File: src/rtl/upc_loop_monitor.sv
// Passive monitor for an HLS-style FSM: counts module transactions, loop runs and iterations, and records latencies.
// Optional initiation-interval measurement is enabled by defining UPC_LOOP_MONITOR_II_EN.
module upc_loop_monitor #(
  parameter int STATE_W = 3,
  parameter int CNT_W   = 32
) (
  input  logic               clock,
  input  logic               reset,
  input  logic [STATE_W-1:0] cur_state,
  input  logic [STATE_W-1:0] iter_start_state,
  input  logic [STATE_W-1:0] iter_end_state,
  input  logic [STATE_W-1:0] quit_state,
  input  logic               iter_start_block,
  input  logic               iter_end_block,
  input  logic               quit_block,
  input  logic               iter_start_enable,
  input  logic               iter_end_enable,
  input  logic               quit_enable,
  input  logic               loop_start,
  input  logic               loop_ready,
  input  logic               loop_done,
  input  logic               loop_continue,
  input  logic               quit_at_end,
  input  logic               ap_start,
  input  logic               ap_ready,
  input  logic               ap_done,
  input  logic               ap_continue,
  input  logic               finish,
  output logic               mod_busy,
  output logic               loop_busy,
  output logic [CNT_W-1:0]   mod_txn_cnt,
  output logic [CNT_W-1:0]   mod_last_lat,
  output logic [CNT_W-1:0]   loop_run_cnt,
  output logic [CNT_W-1:0]   iter_start_cnt,
  output logic [CNT_W-1:0]   iter_end_cnt,
  output logic [CNT_W-1:0]   loop_last_lat,
  output logic [CNT_W-1:0]   loop_last_trip,
  output logic [CNT_W-1:0]   last_ii,
  output logic [CNT_W-1:0]   min_ii,
  output logic               finished,
  output logic               err
);

  typedef enum logic [1:0] {MOD_IDLE, MOD_BUSY, MOD_WAIT} mod_state_t;
  typedef enum logic {LOOP_IDLE, LOOP_RUN} loop_state_t;

  localparam logic [CNT_W-1:0] CNT_ONE = {{(CNT_W-1){1'b0}}, 1'b1};

  function automatic logic [CNT_W-1:0] sat_inc(input logic [CNT_W-1:0] v);
    return (&v) ? v : v + CNT_ONE;
  endfunction

  mod_state_t        mod_state_reg, mod_state_next;
  loop_state_t       loop_state_reg, loop_state_next;
  logic [CNT_W-1:0]  mod_cyc_reg, mod_cyc_next;
  logic [CNT_W-1:0]  mod_txn_reg, mod_txn_next;
  logic [CNT_W-1:0]  mod_lat_reg, mod_lat_next;
  logic [CNT_W-1:0]  loop_cyc_reg, loop_cyc_next;
  logic [CNT_W-1:0]  run_e_reg, run_e_next;
  logic [CNT_W-1:0]  run_cnt_reg, run_cnt_next;
  logic [CNT_W-1:0]  loop_lat_reg, loop_lat_next;
  logic [CNT_W-1:0]  trip_reg, trip_next;
  logic [CNT_W-1:0]  is_reg, is_next;
  logic [CNT_W-1:0]  ie_reg, ie_next;
  logic              err_reg, err_next;
  logic              finished_reg, finished_next;

  logic ev_s, ev_e, ev_q, loop_exit;

  assign ev_s = (cur_state == iter_start_state) & ~iter_start_block & iter_start_enable;
  assign ev_e = (cur_state == iter_end_state) & ~iter_end_block & iter_end_enable;
  assign ev_q = (cur_state == quit_state) & ~quit_block & quit_enable & (ev_e | ~quit_at_end);
  // A quit behaves exactly like loop_done, so it still needs loop_continue to leave RUN.
  assign loop_exit = (loop_state_reg == LOOP_RUN) & (loop_done | ev_q) & loop_continue;

  // The ready handshakes carry no information the counters need.
  logic unused_ready;
  assign unused_ready = loop_ready ^ ap_ready;

  always_ff @(posedge clock or negedge reset) begin
    if (!reset) begin
      mod_state_reg  <= MOD_IDLE;
      loop_state_reg <= LOOP_IDLE;
      mod_cyc_reg    <= '0;
      mod_txn_reg    <= '0;
      mod_lat_reg    <= '0;
      loop_cyc_reg   <= '0;
      run_e_reg      <= '0;
      run_cnt_reg    <= '0;
      loop_lat_reg   <= '0;
      trip_reg       <= '0;
      is_reg         <= '0;
      ie_reg         <= '0;
      err_reg        <= 1'b0;
      finished_reg   <= 1'b0;
    end else begin
      mod_state_reg  <= mod_state_next;
      loop_state_reg <= loop_state_next;
      mod_cyc_reg    <= mod_cyc_next;
      mod_txn_reg    <= mod_txn_next;
      mod_lat_reg    <= mod_lat_next;
      loop_cyc_reg   <= loop_cyc_next;
      run_e_reg      <= run_e_next;
      run_cnt_reg    <= run_cnt_next;
      loop_lat_reg   <= loop_lat_next;
      trip_reg       <= trip_next;
      is_reg         <= is_next;
      ie_reg         <= ie_next;
      err_reg        <= err_next;
      finished_reg   <= finished_next;
    end
  end

  always_comb begin
    mod_state_next  = mod_state_reg;
    loop_state_next = loop_state_reg;
    mod_cyc_next    = mod_cyc_reg;
    mod_txn_next    = mod_txn_reg;
    mod_lat_next    = mod_lat_reg;
    loop_cyc_next   = loop_cyc_reg;
    run_e_next      = run_e_reg;
    run_cnt_next    = run_cnt_reg;
    loop_lat_next   = loop_lat_reg;
    trip_next       = trip_reg;
    is_next         = is_reg;
    ie_next         = ie_reg;
    err_next        = err_reg;
    finished_next   = finished_reg;
    // Once finished is registered, everything holds until reset.
    if (!finished_reg) begin
      finished_next = finish;
      case (mod_state_reg)
        MOD_IDLE: begin
          if (ap_start) begin
            mod_state_next = MOD_BUSY;
            mod_cyc_next   = CNT_ONE;
          end
        end
        MOD_BUSY: begin
          if (ap_done) begin
            mod_lat_next   = sat_inc(mod_cyc_reg);
            mod_txn_next   = sat_inc(mod_txn_reg);
            mod_state_next = ap_continue ? MOD_IDLE : MOD_WAIT;
          end else begin
            mod_cyc_next = sat_inc(mod_cyc_reg);
          end
        end
        MOD_WAIT: begin
          if (ap_continue) mod_state_next = MOD_IDLE;
        end
        default: mod_state_next = MOD_IDLE;
      endcase

      if (ev_s) is_next = sat_inc(is_reg);
      if (ev_e) ie_next = sat_inc(ie_reg);

      case (loop_state_reg)
        LOOP_IDLE: begin
          if (loop_start) begin
            loop_state_next = LOOP_RUN;
            loop_cyc_next   = CNT_ONE;
            run_e_next      = '0;
          end
        end
        default: begin
          if (loop_exit) begin
            loop_lat_next = sat_inc(loop_cyc_reg);
            trip_next     = ev_e ? sat_inc(run_e_reg) : run_e_reg;
            run_cnt_next  = sat_inc(run_cnt_reg);
            // A back-to-back loop_start begins a fresh run on the exit cycle.
            loop_state_next = loop_start ? LOOP_RUN : LOOP_IDLE;
            loop_cyc_next   = CNT_ONE;
            run_e_next      = '0;
          end else begin
            loop_cyc_next = sat_inc(loop_cyc_reg);
            if (ev_e) run_e_next = sat_inc(run_e_reg);
          end
        end
      endcase

      err_next = err_reg
               | ((ev_s | ev_e) & (loop_state_reg == LOOP_IDLE))
               | (ap_done & (mod_state_reg == MOD_IDLE))
               | (ie_next > is_next);
    end
  end

  assign mod_busy       = (mod_state_reg != MOD_IDLE);
  assign loop_busy      = (loop_state_reg == LOOP_RUN);
  assign mod_txn_cnt    = mod_txn_reg;
  assign mod_last_lat   = mod_lat_reg;
  assign loop_run_cnt   = run_cnt_reg;
  assign iter_start_cnt = is_reg;
  assign iter_end_cnt   = ie_reg;
  assign loop_last_lat  = loop_lat_reg;
  assign loop_last_trip = trip_reg;
  assign finished       = finished_reg;
  assign err            = err_reg;

`ifdef UPC_LOOP_MONITOR_II_EN
  logic [CNT_W-1:0] ii_cyc_reg, ii_cyc_next;
  logic [CNT_W-1:0] last_ii_reg, last_ii_next;
  logic [CNT_W-1:0] min_ii_reg, min_ii_next;
  logic             have_s_reg, have_s_next;

  always_ff @(posedge clock or negedge reset) begin
    if (!reset) begin
      ii_cyc_reg  <= '0;
      last_ii_reg <= '0;
      min_ii_reg  <= '1;
      have_s_reg  <= 1'b0;
    end else begin
      ii_cyc_reg  <= ii_cyc_next;
      last_ii_reg <= last_ii_next;
      min_ii_reg  <= min_ii_next;
      have_s_reg  <= have_s_next;
    end
  end

  // ii_cyc_reg holds the distance from the previous in-run S to the current cycle.
  always_comb begin
    ii_cyc_next  = ii_cyc_reg;
    last_ii_next = last_ii_reg;
    min_ii_next  = min_ii_reg;
    have_s_next  = have_s_reg;
    if (!finished_reg) begin
      ii_cyc_next = sat_inc(ii_cyc_reg);
      if ((loop_state_reg == LOOP_RUN) && ev_s) begin
        ii_cyc_next = CNT_ONE;
        have_s_next = 1'b1;
        if (have_s_reg) begin
          last_ii_next = ii_cyc_reg;
          if (ii_cyc_reg < min_ii_reg) min_ii_next = ii_cyc_reg;
        end
      end
      if (loop_exit) have_s_next = 1'b0;
    end
  end

  assign last_ii = last_ii_reg;
  assign min_ii  = min_ii_reg;
`else
  assign last_ii = '0;
  assign min_ii  = '1;
`endif

endmodule

File: config.mk
export PLATFORM = sky130hd
export DESIGN_NAME = upc_loop_monitor
export DESIGN_NICKNAME = d
export VERILOG_FILES = /design/src/rtl/upc_loop_monitor.sv
export SDC_FILE = /design/constraint.sdc
export NUM_CORES = 1
export LEC_CHECK = 0
export ABC_AREA = 1
export BUFFER_PORTS_ARGS = -buffer_cell sky130_fd_sc_hd__buf_4
export CAP_MARGIN = 25
export CORE_MARGIN = 5
export CORE_UTILIZATION = 50
export CTS_CLUSTER_DIAMETER = 200
export DETAILED_ROUTE_END_ITERATION = 16
export HOLD_SLACK_MARGIN = 0.12
export PLACE_DENSITY = 0.72
export RECOVER_POWER = 50
export SLEW_MARGIN = 0
export SYNTH_ARGS = -nofsm -noshare
export SYNTH_HDL_FRONTEND = slang
export SYNTH_SLANG_ARGS = --single-unit
File: constraint.sdc
create_clock -name clock -period 7.9 [get_ports clock]
set_input_delay 1.58 -clock clock [delete_from_list [all_inputs] [get_ports clock]]
set_output_delay 1.58 -clock clock [all_outputs]
set_load 0.005 [all_outputs]
# --- After elaboration in Yosys (flattened, before gate mapping) ---
# Index checks and enable logic that the tools add are counted.
classes:
  n_bitwise: 25
  eq_ne: 9
  muxes: 28
  n_addsub: 7
  magnitude_cmp: 1
  reduce_logical: 18
ops:
  columns: ["operator", "count"]
  rows:
  - ["two-way mux 32 bit", 18]
  - ["adder 32 x 1 -> 32 bit, second input constant", 7]
  - ["AND reduction 32 bit", 7]
  - ["case mux 32 bit (2 select lines)", 1]
  - ["greater-than comparator 32 bit", 1]
  - ["AND reduction 4 bit", 4]
  - ["bitwise AND 1 bit", 11]
  - ["== test 3 bit", 3]
  - ["two-way mux 2 bit", 4]
  - ["inequality test 2 bit, second input constant", 4]
  - ["NOT 1 bit", 8]
  - ["OR 1 bit", 6]
  - ["case mux 2 bit (3 select lines)", 1]
  - ["AND reduction 3 bit", 2]
  - ["nonzero test 2 bit", 3]
  - ["two-way mux 1 bit", 4]
  - ["== test 2 x 1 -> 1 bit, second input constant", 1]
  - ["== test 2 bit, second input constant", 1]
  - ["zero test 2 bit", 1]
  - ["AND reduction 2 bit", 1]
word_totals:
  register_bits: 325
  out_inout_bits: 292
  elab_cells: 102

# --- Longest topological paths before layout ---
# Gate-level depths: netlist of run 1.
logic_depth:
  depth_word: 10
  ltp_mapped: 28
  mapped_depth_nobuf: 27

# --- Least setup slack after synthesis of run 1 ---
# Ideal clock, no wire load.
synth_path:
  path_type: "input to register"
  start: "input port cur_state[1]"
  end: "register err_reg (netlist: err)"
  setup_ns: 0.117
  cell_stages: 19
  t_required_ns: 7.783
  t_arrival_ns: 3.557
  path_slack_ns: 4.226
  path_cell_list: "inv_1 nand2_1 nand2_1 nor4_1 buf_2 clkbuf_1 o21ai_0 ha_1 a21o_1 nor2_1 nand2_1 nand2_1 nand2_1 nand2_1 nand2_1 nand2_1 nand2_1 nand2_1 nand2_1"
synth_via:
  elab_chain_cells: 8
  word_cells_on_any_way: 16
synth_rtl:
  columns: ["item", "line", "source"]
  rows:
  - ["from (decl)", "9", "input logic [STATE_W-1:0] cur_state,"]
  - ["branches (longest 7 deep; another with greater-than comparator 32 bit)", null, null]
  - ["OR 1 bit (*)", "184", "| (ie_next > is_next);"]
  - ["to (signal assigned)", "109", "err_reg <= err_next;"]
  - ["to (decl)", "65", "logic err_reg, err_next;"]
# Every way passes the cells marked *. The select of a mux whose other input is x is not followed.
# A chain may end at the register's enable or synchronous reset.

# --- Worst setup path in the final report of run 1 ---
layout_path:
  start: "register finished_reg (netlist: finished)"
  end: "register mod_txn_reg[9] (netlist: mod_txn_cnt[9])"
layout_via:
  elab_chain_cells: 2
layout_rtl:
  columns: ["item", "line", "source"]
  rows:
  - ["from (decl)", "66", "logic finished_reg, finished_next;"]
  - ["from (signal assigned)", "110", "finished_reg <= finished_next;"]
  - ["NOT 1 bit (no line)", null, null]
  - ["AND reduction 4 bit (no line)", null, null]
  - ["to (signal assigned)", "100", "mod_txn_reg <= mod_txn_next;"]
  - ["to (decl)", "56", "logic [CNT_W-1:0] mod_txn_reg, mod_txn_next;"]
# Every way passes these cells.

==> metrics.md, run 1 <==
| Metric | Value |
|---|---|
| Area delta synth->final | 15.4% |
| Met3 global-route usage | ~4.5% |
| Synth Cell Area | 20800 sq um |
| Most common cell after layout, fill and taps aside | nand2_1 |
| DR WL/cell | ~16 microns |
| Sw frac | 29.6% |
| CP max-delay cell | clkbuf_1 |
| FP Rows | 74 |
| Buffers & Inverters on Critical Path | 3 |
| Switching power | 1.28 mW |
| Most used DFF post-synth | dfrtp_1 |
| CP Class | register to register |
| Clk_lat worst skew | around 0.56 ns |
| Worst r2r path cells | 7 |
| Number of global-route vias before repair | 18600 |
| Final global-route overflow total | 0 |
| Clk slew on worst S/H paths | around 0.060 ns |
| Most frequent CP cell | nand2_1 |
| Tot GR Track Use | 26.2% |
| Post-place setup slack | roughly 3.0 ns |
| Die Y | approximately 210 microns |
| DIE AREA | between 40000 and 50000 sq um |
| Post-Layout Cell Count | around 3700 |
| Most frequent cells in the layout | nand2_1, dfrtp_1, inv_1, nor2_1, nand3_1 |
| Worst R2R End | mod_txn_cnt[9] |
| Worst path cell trace | inv_1 > clkbuf_1 > nand3_2 > inv_1 > nand2_1 > nand2_1 > nand2_1 |
| First-pass GRT wire length | roughly 98000 microns |
| Initial antenna violation count | 0 |
| Total power | 4.32 mW |
| Count of cell types in the netlist | 45 |
| Synth Register Bits | ~330 |
| Area occupied by registers | slightly above 8000 sq um |
| PD cells | 180 nW/um^2 |
| Final instance area | 24000 sq um |
| Post-Place Cells | about 3700 |
| CTS tree | done |
| Avg Inst Size Synth | roughly 7.0 sq um |
| DR vias/cell | 5.24 |
| H-tree levels | 2 |
| CP endpoint | mod_txn_cnt[9] |
| Reg2Reg Setup Slack | 2.74 ns |
| DRC viols | 0 |
| DIE WIDTH | about 210 microns |
| Multi-input logic area | between 10000 and 15000 sq um |
| Clock power frac | between 40% and 50% |
| Vias post-DR | ~20000 |
| Post-CTS sizing | 0 |
| Max Clock Skew | 0.0160 ns |
| FMAX | 194 MHz |
| Post-cts hold buffer count | 0 |
| Drt first pass iters | 8 |
| Total wire length | 60800 microns |
| Relative slew slack | -55.8% |
| Max Slew Vio Count | 122 |
| Fraction of layout cells with a size suffix above 1 | between 10% and 20% |
| Clk root buf | clkbuf_16 |
| Stages on worst setup path | 7 |
| Global placer's final weighted congestion | 0.929 |
| Worst EP arrival | roughly 5.6 ns |
| Share of power burned in registers | between 40% and 50% |
| Post-synth EDFFs | 0 |
| Worst vdd ir | about 0.14 mV |
| Worst path top cell family by delay | buffers and inverters |
| Worst Max-Slew Pin Slew | ~2.3 ns |
| Combinational power share | around 16% |
| Setup TNS | 0 ns |
| Area post-placement | approximately 23000 sq um |
| Clk sinks | between 300 and 400 |
| Port buffer count | between 200 and 300 |
| Drt first-iter violations | roughly 1600 |
| Outcome | finished, violations left |
| Final net count | about 3300 |
| CP max stage delay | roughly 1.7 ns |
| Hpwl dp | 44700 microns |
| Async set-or-reset flop fraction in the synthesized netlist | 100% |
| CP max FO | between 40 and 50 |
| DRT antenna net count | 0 |
| Static Leakage | around 12 nW |
| Largest net degree at the start of global routing | 119 |
| Min-Delay Path Class | register to register |
| Final hold viol count | 0 |
| # setup viols final | 0 |
| TritonCTS Buffers | 38 |
| RSZ-0062 raised after global routing | false |
| Syn Inst Count | around 3000 |
| Worst Setup SP | finished |
| Crit end category | register |
| CP required | about 8.3 ns |
| Bufs on Longest Clock Path | 3 |
| Core Footprint | around 40000 sq um |
| I/O pins | 322 |
| # fillers | between 3000 and 4000 |
| Setup bufs post-CTS | 0 |
| Period Utilization, post-route | between 60 and 70% |
| Busiest layer in global routing | met2 |
| Sequential fraction of the synthesis area | around two fifths |
| Violated checks | capacitance limit, slew limit |
| Internal power | between 3 and 4 mW |
| GR Util met1 | about 38% |
| Startpoint types | register |
| Met2 usage | about two fifths |
| Initial Util | roughly 50% |
| Max-cap violations | 3 |
| Setup WS post-layout | roughly 2.7 ns |
| YS warnings | 0 |
| Worst r2r src | finished |
| Tmin final | just over 5 ns |
-- kinds of logic after synthesis --
family / after synthesis / share of synthesized area (%)
AOI/OAI and AO/OA: 272 / 7.29
xor gates and xnor gates: 168 / 7.12
adders and majority gates: 39 / 2.35
buffers and inverters: 428 / 9.52
DFF: 325 / 39.2
other: 2 / 0.0362
and+or+nand+nor: 1739 / 34.5
-- power by group through the flow --
stage | clock network (mW) | registers [mW] | logic, mW
after global placement | 0 | 1.89 | 0.662
after detailed placement | 0 | 1.89 | 0.679
after floorplan | 0 | 1.86 | 0.434
after CTS | 1.82 | 1.87 | 0.683
after global routing | 1.88 | 1.88 | 0.780
final | 1.77 | 1.87 | 0.678
-- worst min-delay path: stages (launching register included) --
cell     delay [ns]
dfrtp_1        0.34
nand2_1        0.05
nand2_1        0.05
-- worst min path at each step --
stage,from,endpoint,slack [ns],cells after the start
final,loop_last_lat[31],loop_last_lat[31],0.47,2
after global routing,loop_last_lat[26],loop_last_lat[26],0.50,2
after CTS,loop_last_lat[31],loop_last_lat[31],0.48,2
after detailed placement,loop_last_lat[31],loop_last_lat[31],0.46,2
after global placement,err,err,0.45,2
after floorplan,err,err,0.46,2
-- synthesized netlist by cell type, drive strengths merged (5+ instances only) --
library cell,instances,share of area (%)
ha,39,2.4
nand4,44,1.3
a21oi,17,0.48
o21bai,5,0.18
nand3,186,4.6
dfrtp,325,39
nand2,1120,20
o21ai,183,4.5
nor2,263,4.9
o211ai,16,0.58
o22ai,23,0.69
a31oi,21,0.63
or2,5,0.15
inv,263,4.8
buf,115,3.8
xor2,121,5.1
nand3b,8,0.29
nor3,102,2.6
nor4,6,0.18
clkbuf,49,0.90
xnor2,47,2.0
-- area by class of cell --
type                            count  share of cell area (%)
Clock buffer                       48                    4.29
Timing Repair Buffer              273                    8.45
Multi-Input combinational cell   2282                    45.5
Antenna cell                        1                  0.0104
Sequential cell                   325                    34.0
Inverter                          264                    4.16
Clock inverter                     18                   0.851
Tap cell                          532                    2.78
-- routing by layer --
layer / share of wire (%) / vias to the layer above
li1: - / 9775
met1: 45 / 9190
met2: 45 / 583
met3: 7.1 / 84
met4: 2.3 / 0
met5: 0 / -
-- stage by stage --
step / hold WS, ns / util [%]
2_1_floorplan: 0.457 / -
4_1_cts: 0.477 / 58.6
3_5_place_dp: 0.462 / 55.6
6_report: 0.472 / 58.5
3_3_place_gp: 0.453 / 55.5
5_1_grt: 0.497 / 58.5
No activity file was read; power rests on OpenSTA's default activity.
==> run 2, diff against run 1 <==
- clock period: 7.9 -> 5.2 ns (I/O delays scaled with it)
==> run 2 against run 1 <==
Clock skew shrank 0.0016 ns. Via count grew 0.18%. Total power up 53%. Clock power increased by 55%. The flow still finishes with violations (capacitance limit, slew limit). Combinational power up 52%. Non-clock buffer count fell by 1. Clock-buffer cell count fell by 1. Cell count increased by 0.11%. Core utilization hardly changed. Highest routed layer is now met5. Design area barely moved.
==> metrics.md, run 2 (synthesized netlist as in run 1, its figures left out) <==
| Metric | Value |
|---|---|
| Outcome | finished, violations left |
| Violated checks | capacitance limit, slew limit |
| CP required | 5.64 ns (-2.70 ns) |
| Post-CTS sizing | 0 (unchanged) |
| Crit end category | register |
| Clk root buf | clkbuf_16 |
| Hpwl dp | 45000 microns (+0.65%) |
| Post-cts hold buffer count | 0 (unchanged) |
| Largest net degree at the start of global routing | 106 (-11%) |
| Max Clock Skew | 0.0145 ns (-0.00158 ns) |
| Area post-placement | 22800 sq um (+0.11%) |
| Final global-route overflow total | 0 (unchanged) |
| TritonCTS Buffers | 39 (+2.6%) |
| CP max FO | 11 (-74%) |
| DIE AREA | 45700 sq um (unchanged) |
| Clk sinks | 325 (unchanged) |
| Worst vdd ir | 0.232 mV (+65%) |
| Antenna cells | 0 (-1) |
| Startpoint types | register |
| Period Utilization, post-route | 74.9% (+9.6 points) |
| Final hold viol count | 0 (unchanged) |
| Setup bufs post-CTS | 0 (unchanged) |
| Total power | 6.62 mW (+53%) |
| Post-Layout Cell Count | 3747 (+0.11%) |
| Post-place setup slack | 1.19 ns (-1.81 ns) |
| # setup viols final | 0 (unchanged) |
| Hold depth | 2 (unchanged) |
| FP Rows | 74 (unchanged) |
| Max Slew Vio Count | 104 (-15%) |
| Clk_lat worst skew | 0.56 ns (about the same) |
| Total wire length | 60800 microns (about the same) |
| CTS tree | done |
| Number of global-route vias before repair | 18700 (+0.33%) |
| Setup TNS | 0 ns (unchanged) |
| Max-cap violations | 1 (-2) |
| Drt first-iter violations | 1520 (-6.3%) |
| Worst Max-Slew Pin Slew | 2.85 ns (+0.517 ns) |
| First-pass GRT wire length | 97800 microns (-0.36%) |
| Core Footprint | 40900 sq um (unchanged) |
| DIE WIDTH | 214 microns (unchanged) |
| Static Leakage | 12.1 nW (+0.15%) |
| Worst r2r path cells | 25 (+18) |
| DR WL/cell | 16.2 microns (-0.14%) |
| DR vias/cell | 5.25 (about the same) |
| RSZ-0062 raised after global routing | false |
| Final net count | 3253 (unchanged) |
| Vias post-DR | 19700 (+0.18%) |
| Final instance area | 24000 sq um (about the same) |
| Initial antenna violation count | 1 (+1) |
| Setup WS post-layout | 1.30 ns (-1.44 ns) |
| Fraction of layout cells with a size suffix above 1 | 11.1% (+0.20 points) |
| Relative slew slack | -90.3% (-34 points) |
| FMAX | 257 MHz (+32%) |
| Initial Util | 50.7% (unchanged) |
| Most frequent cells in the layout | nand2_1, dfrtp_1, inv_1, nor2_1, nand3_1 |
| DRT antenna net count | 0 (unchanged) |
| Worst EP arrival | 4.33 ns (-1.27 ns) |
| Most common cell after layout, fill and taps aside | nand2_1 |
| I/O pins | 322 (unchanged) |
| Post-Place Cells | 3674 (+0.027%) |
| Clk slew on worst S/H paths | 0.06 ns (about the same) |
| Tot GR Track Use | 26.2% (-0.041 points) |
| Drt first pass iters | 5 (-3) |
| Die Y | 214 microns (unchanged) |
| Area delta synth->final | 15.4% (about the same) |
| CP Class | register to register |
| H-tree levels | 2 (unchanged) |
| Min-Delay Path Class | register to register |
| Bufs on Longest Clock Path | 3 (unchanged) |
| Global placer's final weighted congestion | 0.953 (+2.6%) |
| Tmin final | 3.90 ns (-1.26 ns) |
| DRC viols | 0 (unchanged) |
| Port buffer count | 255 (unchanged) |
| PD cells | 276 nW/um^2 (+53%) |
==> run 2: changes by cell type in the layout (fill, tap and decap cells not counted), sizes merged <==
cell	previous run	this run
buf	171	159
clkbuf	150	160
clkinv	9	19
clkinvlp	5	3
bufinv	3	2
diode	1	0
==> run 2: metrics by stage <==
stage	util, %	hold slack [ns]
2_1_floorplan	-	0.457
3_3_place_gp	55.6	0.455
3_5_place_dp	55.6	0.462
4_1_cts	58.8	0.476
5_1_grt	58.6	0.492
6_report	58.6	0.472
==> run 2: worst paths after layout <==
check,start,endpoint,slack [ns]
setup / recovery,iter_end_cnt[0],err,1.30
hold / removal,loop_last_lat[31],loop_last_lat[31],0.47
setup reg to reg,iter_end_cnt[0],err,1.30
hold reg to reg,loop_last_lat[31],loop_last_lat[31],0.47
max in group asynchronous,reset,loop_last_lat[15],1.59
min in group asynchronous,reset,mod_txn_cnt[7],1.39
==> run 2: critical path, cell delays in order (launching register included) <==
cell and delay, ns:
dfrtp_1 0.46, ha_1 0.27, nand3_1 0.19, inv_1 0.16
nand4_1 0.26, nor2_1 0.22, nand2_1 0.07, nand2_1 0.42
inv_1 0.27, nand2_1 0.12, nand2_1 0.07, nand2_1 0.11
inv_1 0.06, ha_1 0.30, nand2_1 0.06, nand2_1 0.05
nand3_1 0.08, nand2_1 0.05, a21oi_1 0.12, nand2_1 0.07
nand2_1 0.05, nand2_1 0.04, nand2_1 0.10, nand2_1 0.06
nand2_1 0.05, nand2_1 0.07
==> run 2: where the power goes <==
part / total (mW) / internal (mW) / switching, mW / leakage (nW)
sequential: 2.84 / 2.65 / 0.188 / 4.13
combinational: 1.03 / 0.402 / 0.627 / 7.30
clock: 2.75 / 1.59 / 1.16 / 0.638
total: 6.62 / 4.64 / 1.98 / 12.1
==> run 2: layer usage <==
metal | part of all wire (%) | GRT usage (%) | wire, microns
met5 | 0.025 | 0 | 15
met4 | 2.2 | 7.28 | 1340
met3 | 6.8 | 5.21 | 4130
met2 | 45 | 41.3 | 27600
met1 | 46 | 37.1 | 27700
==> run 2: layout make-up <==
cell class / count / area [sq um]
Clock inverter: 25 / 224
Fill cell: 3939 / 17000
Inverter: 264 / 996
Tap cell: 532 / 666
Timing Repair Buffer: 272 / 1980
Clock buffer: 47 / 1070
Sequential cell: 325 / 8130
Multi-Input combinational cell: 2282 / 10900
